## config.mk

```make
export PLATFORM = sky130hd
export DESIGN_NAME = level_status_ctrl
export DESIGN_NICKNAME = d
export VERILOG_FILES = /design/src/rtl/level_status_ctrl.sv
export SDC_FILE = /design/constraint.sdc
export NUM_CORES = 1
export LEC_CHECK = 0
export BUFFER_PORTS_ARGS = -buffer_cell sky130_fd_sc_hd__buf_4
export CAP_MARGIN = 20
export CORE_MARGIN = 3
export CORE_UTILIZATION = 45
export DETAILED_ROUTE_END_ITERATION = 7
export MAX_ROUTING_LAYER = met4
export PLACE_DENSITY_LB_ADDON = 0.25
export SETUP_SLACK_MARGIN = 0.15
export SLEW_MARGIN = 20
export SYNTH_ARGS = -nofsm -noshare
export SYNTH_HDL_FRONTEND = slang
export SYNTH_SLANG_ARGS = --single-unit
```

## constraint.sdc

```tcl
create_clock -name clk -period 5.8 [get_ports clk]
set_input_delay 0.58 -clock clk [delete_from_list [all_inputs] [get_ports clk]]
set_output_delay 0.58 -clock clk [all_outputs]
set_load 0.03 [all_outputs]
```

## src/rtl/level_status_ctrl.sv

```systemverilog
// level_status_ctrl: tracks level and lives from game events and holds reset_level
// high for a frame-counted pause after each event, or indefinitely at game over.
module level_status_ctrl #(
    parameter int HOLD_FRAMES = 60,
    parameter int MAX_LEVEL   = 4,
    parameter int LIVES_INIT  = 3,
    localparam int LW = (MAX_LEVEL > 1) ? $clog2(MAX_LEVEL) : 1,
    localparam int CW = $clog2(HOLD_FRAMES + 1)
) (
    input  logic          clk,
    input  logic          resetN,
    input  logic          startOfFrame,
    input  logic          ball_lost,
    input  logic          level_done,
    input  logic          new_game,
    output logic          reset_level,
    output logic [LW-1:0] level,
    output logic [2:0]    lives,
    output logic          game_over
);
    typedef enum logic [1:0] {PLAY, HOLD_LEVEL, HOLD_LOST, GAME_OVER} state_t;
    state_t        state_q, state_d;
    logic [LW-1:0] level_q, level_d;
    logic [2:0]    lives_q, lives_d;
    logic [CW-1:0] cnt_q, cnt_d;
    logic          rl_q, go_q;
    logic          hold_end;
    assign hold_end = cnt_q == CW'(HOLD_FRAMES - 1);
    always_comb begin
        state_d = state_q;
        level_d = level_q;
        lives_d = lives_q;
        cnt_d   = cnt_q;
        if (new_game) begin
            state_d = PLAY;
            level_d = '0;
            lives_d = 3'(LIVES_INIT);
            cnt_d   = '0;
        end else begin
            case (state_q)
                PLAY: begin
                    // level_done wins over a simultaneous ball_lost: no life is lost
                    if (level_done) begin
                        state_d = HOLD_LEVEL;
                        level_d = (level_q == LW'(MAX_LEVEL - 1)) ? '0 : level_q + LW'(1);
                        cnt_d   = '0;
                    end else if (ball_lost && lives_q != 3'd0) begin
                        lives_d = lives_q - 3'd1;
                        state_d = (lives_q == 3'd1) ? GAME_OVER : HOLD_LOST;
                        cnt_d   = '0;
                    end
                end
                HOLD_LEVEL, HOLD_LOST: begin
                    if (startOfFrame) begin
                        state_d = hold_end ? PLAY : state_q;
                        cnt_d   = hold_end ? '0 : cnt_q + CW'(1);
                    end
                end
                default: ;
            endcase
        end
    end
    always_ff @(posedge clk or negedge resetN) begin
        if (!resetN) begin
            state_q <= PLAY;
            level_q <= '0;
            lives_q <= 3'(LIVES_INIT);
            cnt_q   <= '0;
            rl_q    <= 1'b0;
            go_q    <= 1'b0;
        end else begin
            state_q <= state_d;
            level_q <= level_d;
            lives_q <= lives_d;
            cnt_q   <= cnt_d;
            rl_q    <= state_d != PLAY;
            go_q    <= state_d == GAME_OVER;
        end
    end
    assign reset_level = rl_q;
    assign level       = level_q;
    assign lives       = lives_q;
    assign game_over   = go_q;
endmodule
```

==> flow_summary_export.csv, run 1 <==
group,metric,value,unit
status,outcome,"completed",
floorplan,io_pins,13,
logic_synthesis,synth-seq-area-share,42.18,%
clock_tree,cts_setup_buffers,0,
critical_path,rr_worst_depth,6,
floorplan,core_area,0.001802,mm²
critical_path,path_buf_inv,1,
logic_synthesis,ys_types,39,
final_layout,n_antenna_cell,0,
clock_tree,cts_hold_buf,0,
critical_path,endpoint_kind,"flip-flop",
critical_path,crit_start,"state_q[0]",
grt,overflow,0,
critical_path,cp_data_required_time,5.96,ns
grt,antenna_found_initial,0,
grt,grt_start_max_net_pins,16,
clock_tree,cts_resized,0,
clock_tree,clkLatencyLatePin,0.27,ns
logic_synthesis,synth_area,895.9,µm²
logic_synthesis,async_flop_share,100.0,%
logic_synthesis,synth_ff_type,"dfrtp_1",
placement,preCtsSetupSlack,3.835,ns
logic_synthesis,synthesis.nets,100,
logic_synthesis,yosys_register_bits,15,
final_layout,area_growth,16.48,%
sta,finalClockSkew,0.003910,ns
route,dr.pass1.iters,4,
sta,setup_viol,0,
sta,hold_viol_final,0,
pwr,p_int,0.1841,mW
clock_tree,cts_buffer_depth,2,
route,vias,697,
critical_path,critical_path.startpoint_type,"flip-flop",
pwr,power.density,267.2,mW/mm²
clock_tree,cts_root_buffer,"clkbuf_4",
pwr,switching_share,33.99,%
critical_path,reg2reg_to,"cnt_q[2]",
route,drt_first_iter_violations,5,
route,drc,0,
clock_tree,clock_sinks,15,
placement,dpl_cell_area,0.001017,mm²
logic_synthesis,syn_inst,87,
final_layout,instances_no_fill,128,
logic_synthesis,syn_avg_cell_area,10.30,µm²
route,via_per_inst,5.445,
critical_path,slowest_delay,0.47,ns
sta,slew_headroom,60.92,%
placement,io_buffers,12,
sta,fin_hold_ws,0.1454,ns
pwr,power_frac_seq,44.9,%
clock_tree,numCtsBuffers,3,
placement,gp_congestion,0.8066,
route,ant_nets,0,
route,routedWlPerCell,12.70,µm
sta,fin_ws,3.813,ns
critical_path,crit_chain,"inv_1, ha_1, nand2b_1, a211oi_1, nor3b_1, a221o_1",
sta,period_share,34.26,%
pwr,p_total,0.2789,mW
floorplan,fp.dieH,50.62,µm
pwr,peakVddDrop,0.1167,mV
route,drt-total-wl,1625,µm
pwr,clkPwrFrac,20.6,%
critical_path,cp_top_family,"compound AO/OA/AOI/OAI gates",
floorplan,rows,15,
critical_path,r2r_start,"state_q[0]",
final_layout,fin_util,57.92,%
placement,hpwl,1276,µm
sta,rsz0062_at_grt,"no",
critical_path,critPathMaxFanout,7,
sta,tightest_slew,0.5849,ns
critical_path,cp.arrival,2.15,ns
critical_path,r2r_slack,3.81,ns
floorplan,dieArea,0.002562,mm²
run,maxCapViolCount,0,
final_layout,drive_gt1_share,24.27,%
floorplan,fp.dieW,50.62,µm
sta,finalSetupTns,0,ns
sta,slew_violations,0,
pwr,leakage,0.5331,nW
floorplan,initial_utilization,49.72,%
sta,fmax,503.3,MHz
final_layout,nets,117,
logic_synthesis,synth-edff-count,0,
grt,grt_pass1_vias,703,
critical_path,worst-path-stages,6,
critical_path,crit_path_top_delay_cell,"a211oi_1",
placement,dp_cells,124,
critical_path,crit_end,"cnt_q[2]",
final_layout,stdcell_area,0.001044,mm²
critical_path,path_class,"flip-flop to flip-flop",
pwr,comb_power_share,34.5,%
grt,grt_use_total,14.56,%
hold_path,hp-class,"primary input to async pin",
clock_tree,clk_pin_slew_worst_paths,0.09,ns
clock_tree,ctsHtreeMaxLevel,1,
sta,min_period,1.987,ns
pwr,p_switching,0.09477,mW
grt,grt_pass1_wl,2732,µm
logic_synthesis,ys.warnings.count,0,
clock_tree,tritoncts,"done",
metal layers:
layer	share of wire (%)	track usage [%]
met4	1.1	8.969
met5	0	-
met1	47	16.70
met3	5.4	3.264
met2	47	23.04
synth_stat cells (all sizes together) (3+ instances only):
library cell | number | area share [%]
dfrtp | 13 | 36
nor2 | 4 | 1.7
or2 | 3 | 2.1
a22o | 3 | 2.9
nand3 | 4 | 2.2
inv | 7 | 2.9
a21oi | 3 | 1.7
nand2b | 3 | 2.4
nand2 | 8 | 3.4
ha | 7 | 9.8
sequential cells by signal, indices dropped and copies added, names as in the netlist:
signal       flops
level            2
game_over        1
lives            3
state_q          2
cnt_q            6
reset_level      1
power groups by stage:
stage / logic (mW) / clock network [mW] / registers (mW)
floorplan: 0.0564 / 0 / 0.139
global route: 0.106 / 0.0658 / 0.127
CTS: 0.0968 / 0.0588 / 0.125
global placement: 0.0948 / 0 / 0.127
finish: 0.0962 / 0.0574 / 0.125
detailed placement: 0.0966 / 0 / 0.128
placed cells by master (no fill, tap or decap), types with 3 or more instances in the layout:
| cell type | synthesis | layout |
|---|---|---|
| buf_4 | 0 | 12 |
| a22o_1 | 3 | 3 |
| nor2_1 | 4 | 4 |
| clkbuf_4 | 0 | 3 |
| nand3_1 | 4 | 4 |
| nand2_1 | 8 | 8 |
| inv_1 | 6 | 6 |
| a21oi_1 | 3 | 3 |
| ha_1 | 7 | 7 |
| dfrtp_1 | 13 | 13 |
area by class of cell:
cell class              count  area (µm²)
fillers                   166       758.2
multi-input cells          65       491.7
clock buffers               4       26.28
repair buffers             12       90.09
inverters                   7       26.28
well taps                  25       31.28
flip-flops and latches     15       377.9
cells by family (layout without fill, tap and decap cells):
logic type	count (synthesis)	in the layout	share of synthesized area [%]
DFF	15	15	42.18
and+or+nand+nor	32	32	20.11
AOI/OAI and AO/OA	23	23	21.79
muxes	1	1	1.257
adders and majority gates	7	7	9.776
xor gates and xnor gates	2	2	1.956
buffers and inverters	7	23	2.932
worst min-delay path by stage:
stage / startpoint / end / slack [ns] / cells past startpoint
after floorplan: resetN / cnt_q[0] / 0.28 / 0
after global placement: resetN / lives[2] / 0.44 / 1
after detailed placement: resetN / level[0] / 0.44 / 1
after CTS: resetN / level[0] / 0.15 / 1
after global routing: resetN / game_over / 0.14 / 1
final: resetN / game_over / 0.15 / 1
worst register-to-register path, stage by stage (launching register included):
cell and delay, ns:
dfrtp_1 0.41, inv_1 0.09, ha_1 0.29, nand2b_1 0.09
a211oi_1 0.47, nor3b_1 0.21, a221o_1 0.32
(Power assumes the default switching activity.)
==> run 2, diff against run 1 <==
--- a/config.mk
+++ b/config.mk
@@ -5,6 +5,7 @@
 export SDC_FILE = /design/constraint.sdc
 export NUM_CORES = 1
 export LEC_CHECK = 0
+export ABC_AREA = 1
 export BUFFER_PORTS_ARGS = -buffer_cell sky130_fd_sc_hd__buf_4
 export CAP_MARGIN = 20
 export CORE_MARGIN = 3
==> constraint.sdc (replaced) <==
create_clock -name clk -period 1.8 [get_ports clk]
set_input_delay 0.18 -clock clk [delete_from_list [all_inputs] [get_ports clk]]
set_output_delay 0.18 -clock clk [all_outputs]
set_load 0.03 [all_outputs]
==> run 2 against run 1 <==
  * Largest power group unchanged
  * Via count rose by 11%
  * Highest routed layer unchanged
  * Hold slack improved by 0.012 ns
  * Critical endpoint is now game_over
  * Clock power rose to 3.4 times the previous value
  * Sequential share of layout area fell by 1.1 points
  * Utilization rose by 2.5 points
  * Non-clock buffer count rose by 2
==> flow_summary_export.csv, run 2 <==
group,metric,value,unit
status,outcome,"completed",
logic_synthesis,yosysMostFrequentCell,"nand2_1",
final_layout,largest_reg_flops,6,
final_layout,mostFrequentLayoutCell,"nand2_1",
pwr,peakVddDrop,0.6594,mV
critical_path,r2r_slack,0.26,ns
logic_synthesis,synthMuxAreaShare,0,%
pwr,p_total,0.8396,mW
sta,tightest_slew,0.3790,ns
logic_synthesis,ys.warnings.count,0,
sta,fmax,649.6,MHz
clock_tree,numCtsBuffers,3,
final_layout,drive_gt1_share,29.46,%
pwr,power_frac_seq,46.2,%
placement,preCtsSetupSlack,0.1977,ns
floorplan,core_area,0.001783,mm²
run,maxCapViolCount,0,
sta,setup_viol,0,
grt,grt_use_total,15.10,%
logic_synthesis,async_flop_share,100.0,%
final_layout,regMostFlops,"cnt_q",
pwr,switching_share,34.68,%
pwr,clkPwrFrac,23.0,%
logic_synthesis,synthesis.nets,124,
clock_tree,cts_buffer_depth,2,
critical_path,cp_data_required_time,2.01,ns
pwr,p_int,0.5484,mW
sta,hold_viol_final,0,
sta,slew_headroom,74.47,%
clock_tree,cts_root_buffer,"clkbuf_4",
floorplan,fp.dieW,50.37,µm
clock_tree,tritoncts,"done",
route,vias,773,
sta,fin_ws,0.2606,ns
clock_tree,clkLatencyLatePin,0.28,ns
critical_path,path_class,"flip-flop to flip-flop",
logic_synthesis,synthAdderAreaFrac,9.887,%
grt,antenna_found_initial,0,
final_layout,area_growth,21.61,%
critical_path,cp.arrival,1.75,ns
logic_synthesis,synth-seq-area-share,42.66,%
route,drt-total-wl,1683,µm
logic_synthesis,synth_area,885.9,µm²
grt,grt_start_max_net_pins,16,
placement,hpwl,1282,µm
clock_tree,clk_pin_slew_worst_paths,0.09,ns
hold_path,min_to,"lives[0]",
route,ant_nets,0,
logic_synthesis,yosys_register_bits,15,
sta,min_period,1.539,ns
hold_path,min_delay_path_depth,3,
critical_path,critical_path.startpoint_type,"flip-flop",
final_layout,instances_no_fill,154,
critical_path,critPathMaxFanout,4,
pwr,leakage,0.5380,nW
grt,overflow,0,
route,routedWlPerCell,10.93,µm
sta,period_share,85.52,%
logic_synthesis,syn_avg_cell_area,7.981,µm²
placement,dp_cells,148,
route,via_per_inst,5.019,
logic_synthesis,synth_simple_gate_area_share,23.02,%
sta,fin_hold_ws,0.1574,ns
pwr,p_switching,0.2912,mW
critical_path,endpoint_kind,"flip-flop",
placement,gp_congestion,0.9129,
logic_synthesis,ys_types,23,
clock_tree,ctsHtreeMaxLevel,1,
logic_synthesis,syn_inst,111,
logic_synthesis,synth_top_family_by_area,"simple AND/OR/NAND/NOR gates",
hold_path,hp-class,"primary input to flip-flop",
sta,slew_violations,0,
floorplan,fp.dieH,50.37,µm
placement,io_buffers,12,
logic_synthesis,synth_common_cells,"nand2_1, inv_1, dfrtp_1",
critical_path,r2r_start,"lives[1]",
logic_synthesis,synth.area.top_cells,"dfrtp_1, nand2_1, ha_1, inv_1, dfstp_2",
floorplan,rows,15,
route,dr.pass1.iters,4,
critical_path,rr_worst_depth,9,
logic_synthesis,synth_top_area_share,36.72,%
pwr,power.density,779.4,mW/mm²
logic_synthesis,synth_top_area_cell,"dfrtp_1",
sta,finalSetupTns,0,ns
floorplan,dieArea,0.002537,mm²
critical_path,reg2reg_to,"game_over",
final_layout,nets,143,
grt,grt_pass1_wl,2898,µm
floorplan,initial_utilization,49.68,%
sta,finalClockSkew,0.005374,ns
clock_tree,clock_sinks,15,
grt,grt_pass1_vias,733,
sta,rsz0062_at_grt,"no",
hold_path,min_from,"new_game",
pwr,comb_power_share,30.8,%
logic_synthesis,synthXorXnorAreaFrac,0,%
floorplan,io_pins,13,
final_layout,n_antenna_cell,0,
logic_synthesis,synth_compound_area_share,15.25,%
final_layout,final_cell_mix,"nand2_1, inv_1, dfrtp_1, buf_4, nand3_1",
route,drc,0,
logic_synthesis,synth-edff-count,0,
route,drt_first_iter_violations,18,
logic_synthesis,synth_ff_type,"dfrtp_1",
-- run 2: logic make-up (layout without fill, tap and decap cells) --
kind of cell,Yosys count,in the layout
AOI/OAI and AO/OA,24,24
adders and majority gates,7,7
buffers and inverters,21,39
and+or+nand+nor,44,44
DFF,15,15
-- run 2: critical path, stage by stage (launching register included) --
cell	delay, ns
dfstp_2	0.56
inv_2	0.05
ha_2	0.15
nand2_1	0.07
nand2_2	0.10
nor2_4	0.15
nand2_2	0.06
a21oi_2	0.14
nand2_2	0.09
a21oi_2	0.10
-- run 2: how the worst max path moves through the flow --
stage          startpoint        end  slack (ns)  cells past startpoint
6_report         lives[1]  game_over        0.26                      9
5_1_grt          lives[1]  game_over        0.16                      9
4_1_cts          lives[0]  game_over        0.17                      9
3_5_place_dp     lives[0]  game_over        0.20                      9
3_3_place_gp     lives[0]  game_over        0.23                      9
2_1_floorplan    lives[0]   cnt_q[5]        0.22                     10
-- run 2: through the flow --
stage                     util [%]  cell area (µm²)
after floorplan                  -            885.9
after global placement       56.49             1007
after detailed placement     56.49             1007
after CTS                    58.53             1044
after global routing         60.42             1077
final                        60.42             1077
-- run 2: power by group through the flow --
| stage | logic (mW) | registers, mW | clock network (mW) |
|---|---|---|---|
| after CTS | 0.246 | 0.390 | 0.195 |
| final | 0.259 | 0.388 | 0.193 |
| after global routing | 0.288 | 0.393 | 0.215 |
| after floorplan | 0.129 | 0.432 | 0 |
| after detailed placement | 0.243 | 0.396 | 0 |
| after global placement | 0.238 | 0.394 | 0 |
-- run 2: what timing repair did --
item / CTS / global route
setup endpoints to repair: 0 / 11
setup buffers: 0 / 1
resized for setup: 0 / 10
hold buffers: 1 / 0
endpoints found under the hold margin: 15 / 0
-- run 2: layout make-up --
class	instances	area (µm²)
Sequential cell	15	377.9
Tap cell	25	31.28
Clock buffer	4	26.28
Inverter	21	81.33
Timing Repair Buffer	14	107.6
Fill cell	165	705.7
Multi-Input combinational cell	75	452.9
-- run 2: metal layers --
metal | GRT usage [%] | vias to the layer above | share of wire, % | wire (µm)
met5 | - | - | 0 | 0
met4 | 5.830 | 0 | 1.2 | 20
met3 | 2.671 | 4 | 7.1 | 120
met2 | 23.04 | 28 | 44 | 747
met1 | 20.00 | 348 | 47 | 795
li1 | - | 393 | - | -
==> run 3, diff against run 2 <==
--- a/config.mk
+++ b/config.mk
@@ -11,7 +11,6 @@
 export CORE_MARGIN = 3
 export CORE_UTILIZATION = 45
 export DETAILED_ROUTE_END_ITERATION = 7
-export MAX_ROUTING_LAYER = met4
 export PLACE_DENSITY_LB_ADDON = 0.25
 export SETUP_SLACK_MARGIN = 0.15
 export SLEW_MARGIN = 20
==> run 3 against run 2 <==
  * Utilization stayed put
  * Final cell count stayed put
  * Fmax is 0.42% higher
  * Critical path type unchanged
  * Largest cell class unchanged
  * Highest routed layer unchanged
==> flow_summary_export.csv, run 3 (synthesis results as in run 2) <==
group,metric,value,unit
floorplan,core_area,0.001783,mm²
hold_path,min_from,"new_game",
critical_path,rr_worst_depth,9,
clock_tree,cts_root_buffer,"clkbuf_4",
critical_path,cp_data_required_time,2.01,ns
pwr,power.density,780.7,mW/mm²
sta,finalClockSkew,0.003250,ns
floorplan,fp.dieW,50.37,µm
sta,slew_violations,0,
final_layout,fillers,165,
final_layout,multi_input_area,452.9,µm²
clock_tree,clock_sinks,15,
status,outcome,"completed",
critical_path,slowest_delay,0.56,ns
clock_tree,numCtsBuffers,3,
sta,setup_viol,0,
floorplan,dieArea,0.002537,mm²
final_layout,area_growth,21.61,%
hold_path,hp-class,"primary input to flip-flop",
route,drc,0,
grt,grt_pass1_wl,2898,µm
sta,finalSetupTns,0,ns
sta,tightest_slew,0.3787,ns
sta,rsz0062_at_grt,"no",
grt,met2_usage,23.04,%
critical_path,crit_path_top_delay_cell,"dfstp_2",
clock_tree,ctsHtreeMaxLevel,1,
final_layout,largest_reg_flops,6,
sta,period_share,85.17,%
final_layout,final_cell_mix,"nand2_1, inv_1, dfrtp_1, buf_4, nand3_1",
critical_path,crit_path_frequent_cell,"nand2_2",
critical_path,crit_chain,"inv_2, ha_2, nand2_1, nand2_2, nor2_4, nand2_2, a21oi_2, nand2_2, a21oi_2",
sta,slew_headroom,74.48,%
clock_tree,cts_buffer_depth,2,
pwr,leakage,0.5380,nW
pwr,peakVddDrop,0.6619,mV
route,drt-total-wl,1686,µm
route,vias,761,
hold_path,min_delay_path_depth,3,
critical_path,reg2reg_to,"game_over",
grt,busiest_layer,"met2",
critical_path,r2r_slack,0.27,ns
route,drt_first_iter_violations,28,
grt,grt_use_met3,2.671,%
placement,hpwl,1282,µm
critical_path,r2r_start,"lives[1]",
hold_path,min_to,"lives[0]",
final_layout,stdcell_area,0.001077,mm²
route,via_per_inst,4.942,
final_layout,nets,143,
critical_path,path_class,"flip-flop to flip-flop",
final_layout,fin_util,60.42,%
floorplan,io_pins,13,
grt,grt_start_max_net_pins,16,
sta,min_period,1.533,ns
critical_path,critical_path.startpoint_type,"flip-flop",
placement,dp_cells,148,
floorplan,initial_utilization,49.68,%
final_layout,regMostFlops,"cnt_q",
clock_tree,clk_pin_slew_worst_paths,0.09,ns
run,maxCapViolCount,0,
critical_path,critPathMaxFanout,4,
clock_tree,clkLatencyLatePin,0.28,ns
placement,gp_congestion,0.8977,
route,ant_nets,0,
clock_tree,tritoncts,"done",
final_layout,seq_area,377.9,µm²
grt,grt_pass1_vias,733,
sta,fmax,652.3,MHz
grt,antenna_found_initial,0,
floorplan,fp.dieH,50.37,µm
floorplan,rows,15,
route,routedWlPerCell,10.95,µm
critical_path,endpoint_kind,"flip-flop",
critical_path,cp_top_family,"flip-flops",
final_layout,n_antenna_cell,0,
final_layout,drive_gt1_share,29.46,%
placement,dpl_cell_area,0.001007,mm²
sta,hold_viol_final,0,
final_layout,instances_no_fill,154,
grt,use_met1,20.00,%
critical_path,path_buf_inv,1,
final_layout,mostFrequentLayoutCell,"nand2_1",
critical_path,cp.arrival,1.75,ns
grt,overflow,0,
route,dr.pass1.iters,4,
grt,grt_use_total,14.70,%
placement,io_buffers,12,
## run 3: cell counts in the layout (fill, tap and decap cells not counted)
Identical to the previous run, type by type.
## run 3: worst max-delay path by stage
stage | startpoint | end | slack [ns] | cells past startpoint
detailed placement | lives[0] | game_over | 0.20 | 9
global placement | lives[0] | game_over | 0.23 | 9
CTS | lives[0] | game_over | 0.17 | 9
floorplan | lives[0] | cnt_q[5] | 0.22 | 10
finish | lives[1] | game_over | 0.27 | 9
global route | lives[1] | game_over | 0.16 | 9
## run 3: metrics by stage
step	setup slack (ns)	hold WS, ns	power, mW
2_1_floorplan	0.2184	-0.1156	0.5611
3_3_place_gp	0.2311	0.04313	0.6317
3_5_place_dp	0.1977	0.04235	0.6388
4_1_cts	0.1717	0.1567	0.8307
5_1_grt	0.1574	0.1653	0.8953
6_report	0.2670	0.1564	0.8411
## run 3: what timing repair did
action / CTS / global route
endpoints found under the hold margin: 15 / 0
hold buffers: 1 / 0
endpoints found under the setup margin: 0 / 11
resized for setup: 0 / 10
setup buffers: 0 / 1
## run 3: layout make-up
| cell class | count | area share [%] |
|---|---|---|
| Multi-Input combinational cell | 75 | 42.04 |
| Inverter | 21 | 7.549 |
| Tap cell | 25 | 2.904 |
| Timing Repair Buffer | 14 | 9.988 |
| Sequential cell | 15 | 35.08 |
| Clock buffer | 4 | 2.439 |
## run 3: worst register-to-register path, cell delays in order (launching register included)
cell	delay [ns]
dfstp_2	0.56
inv_2	0.05
ha_2	0.16
nand2_1	0.07
nand2_2	0.10
nor2_4	0.15
nand2_2	0.06
a21oi_2	0.14
nand2_2	0.09
a21oi_2	0.10
## run 3: report_power, final
| group | internal, mW | switching (mW) |
|---|---|---|
| clock | 0.0859 | 0.108 |
| combinational | 0.0952 | 0.164 |
| sequential | 0.367 | 0.0206 |
## run 3: routing by layer
| metal | up-vias | share of wire (%) |
|---|---|---|
| met5 | - | 0 |
| met4 | 0 | 1.2 |
| met3 | 4 | 5.9 |
| met2 | 25 | 45 |
| met1 | 339 | 48 |
| li1 | 393 | - |
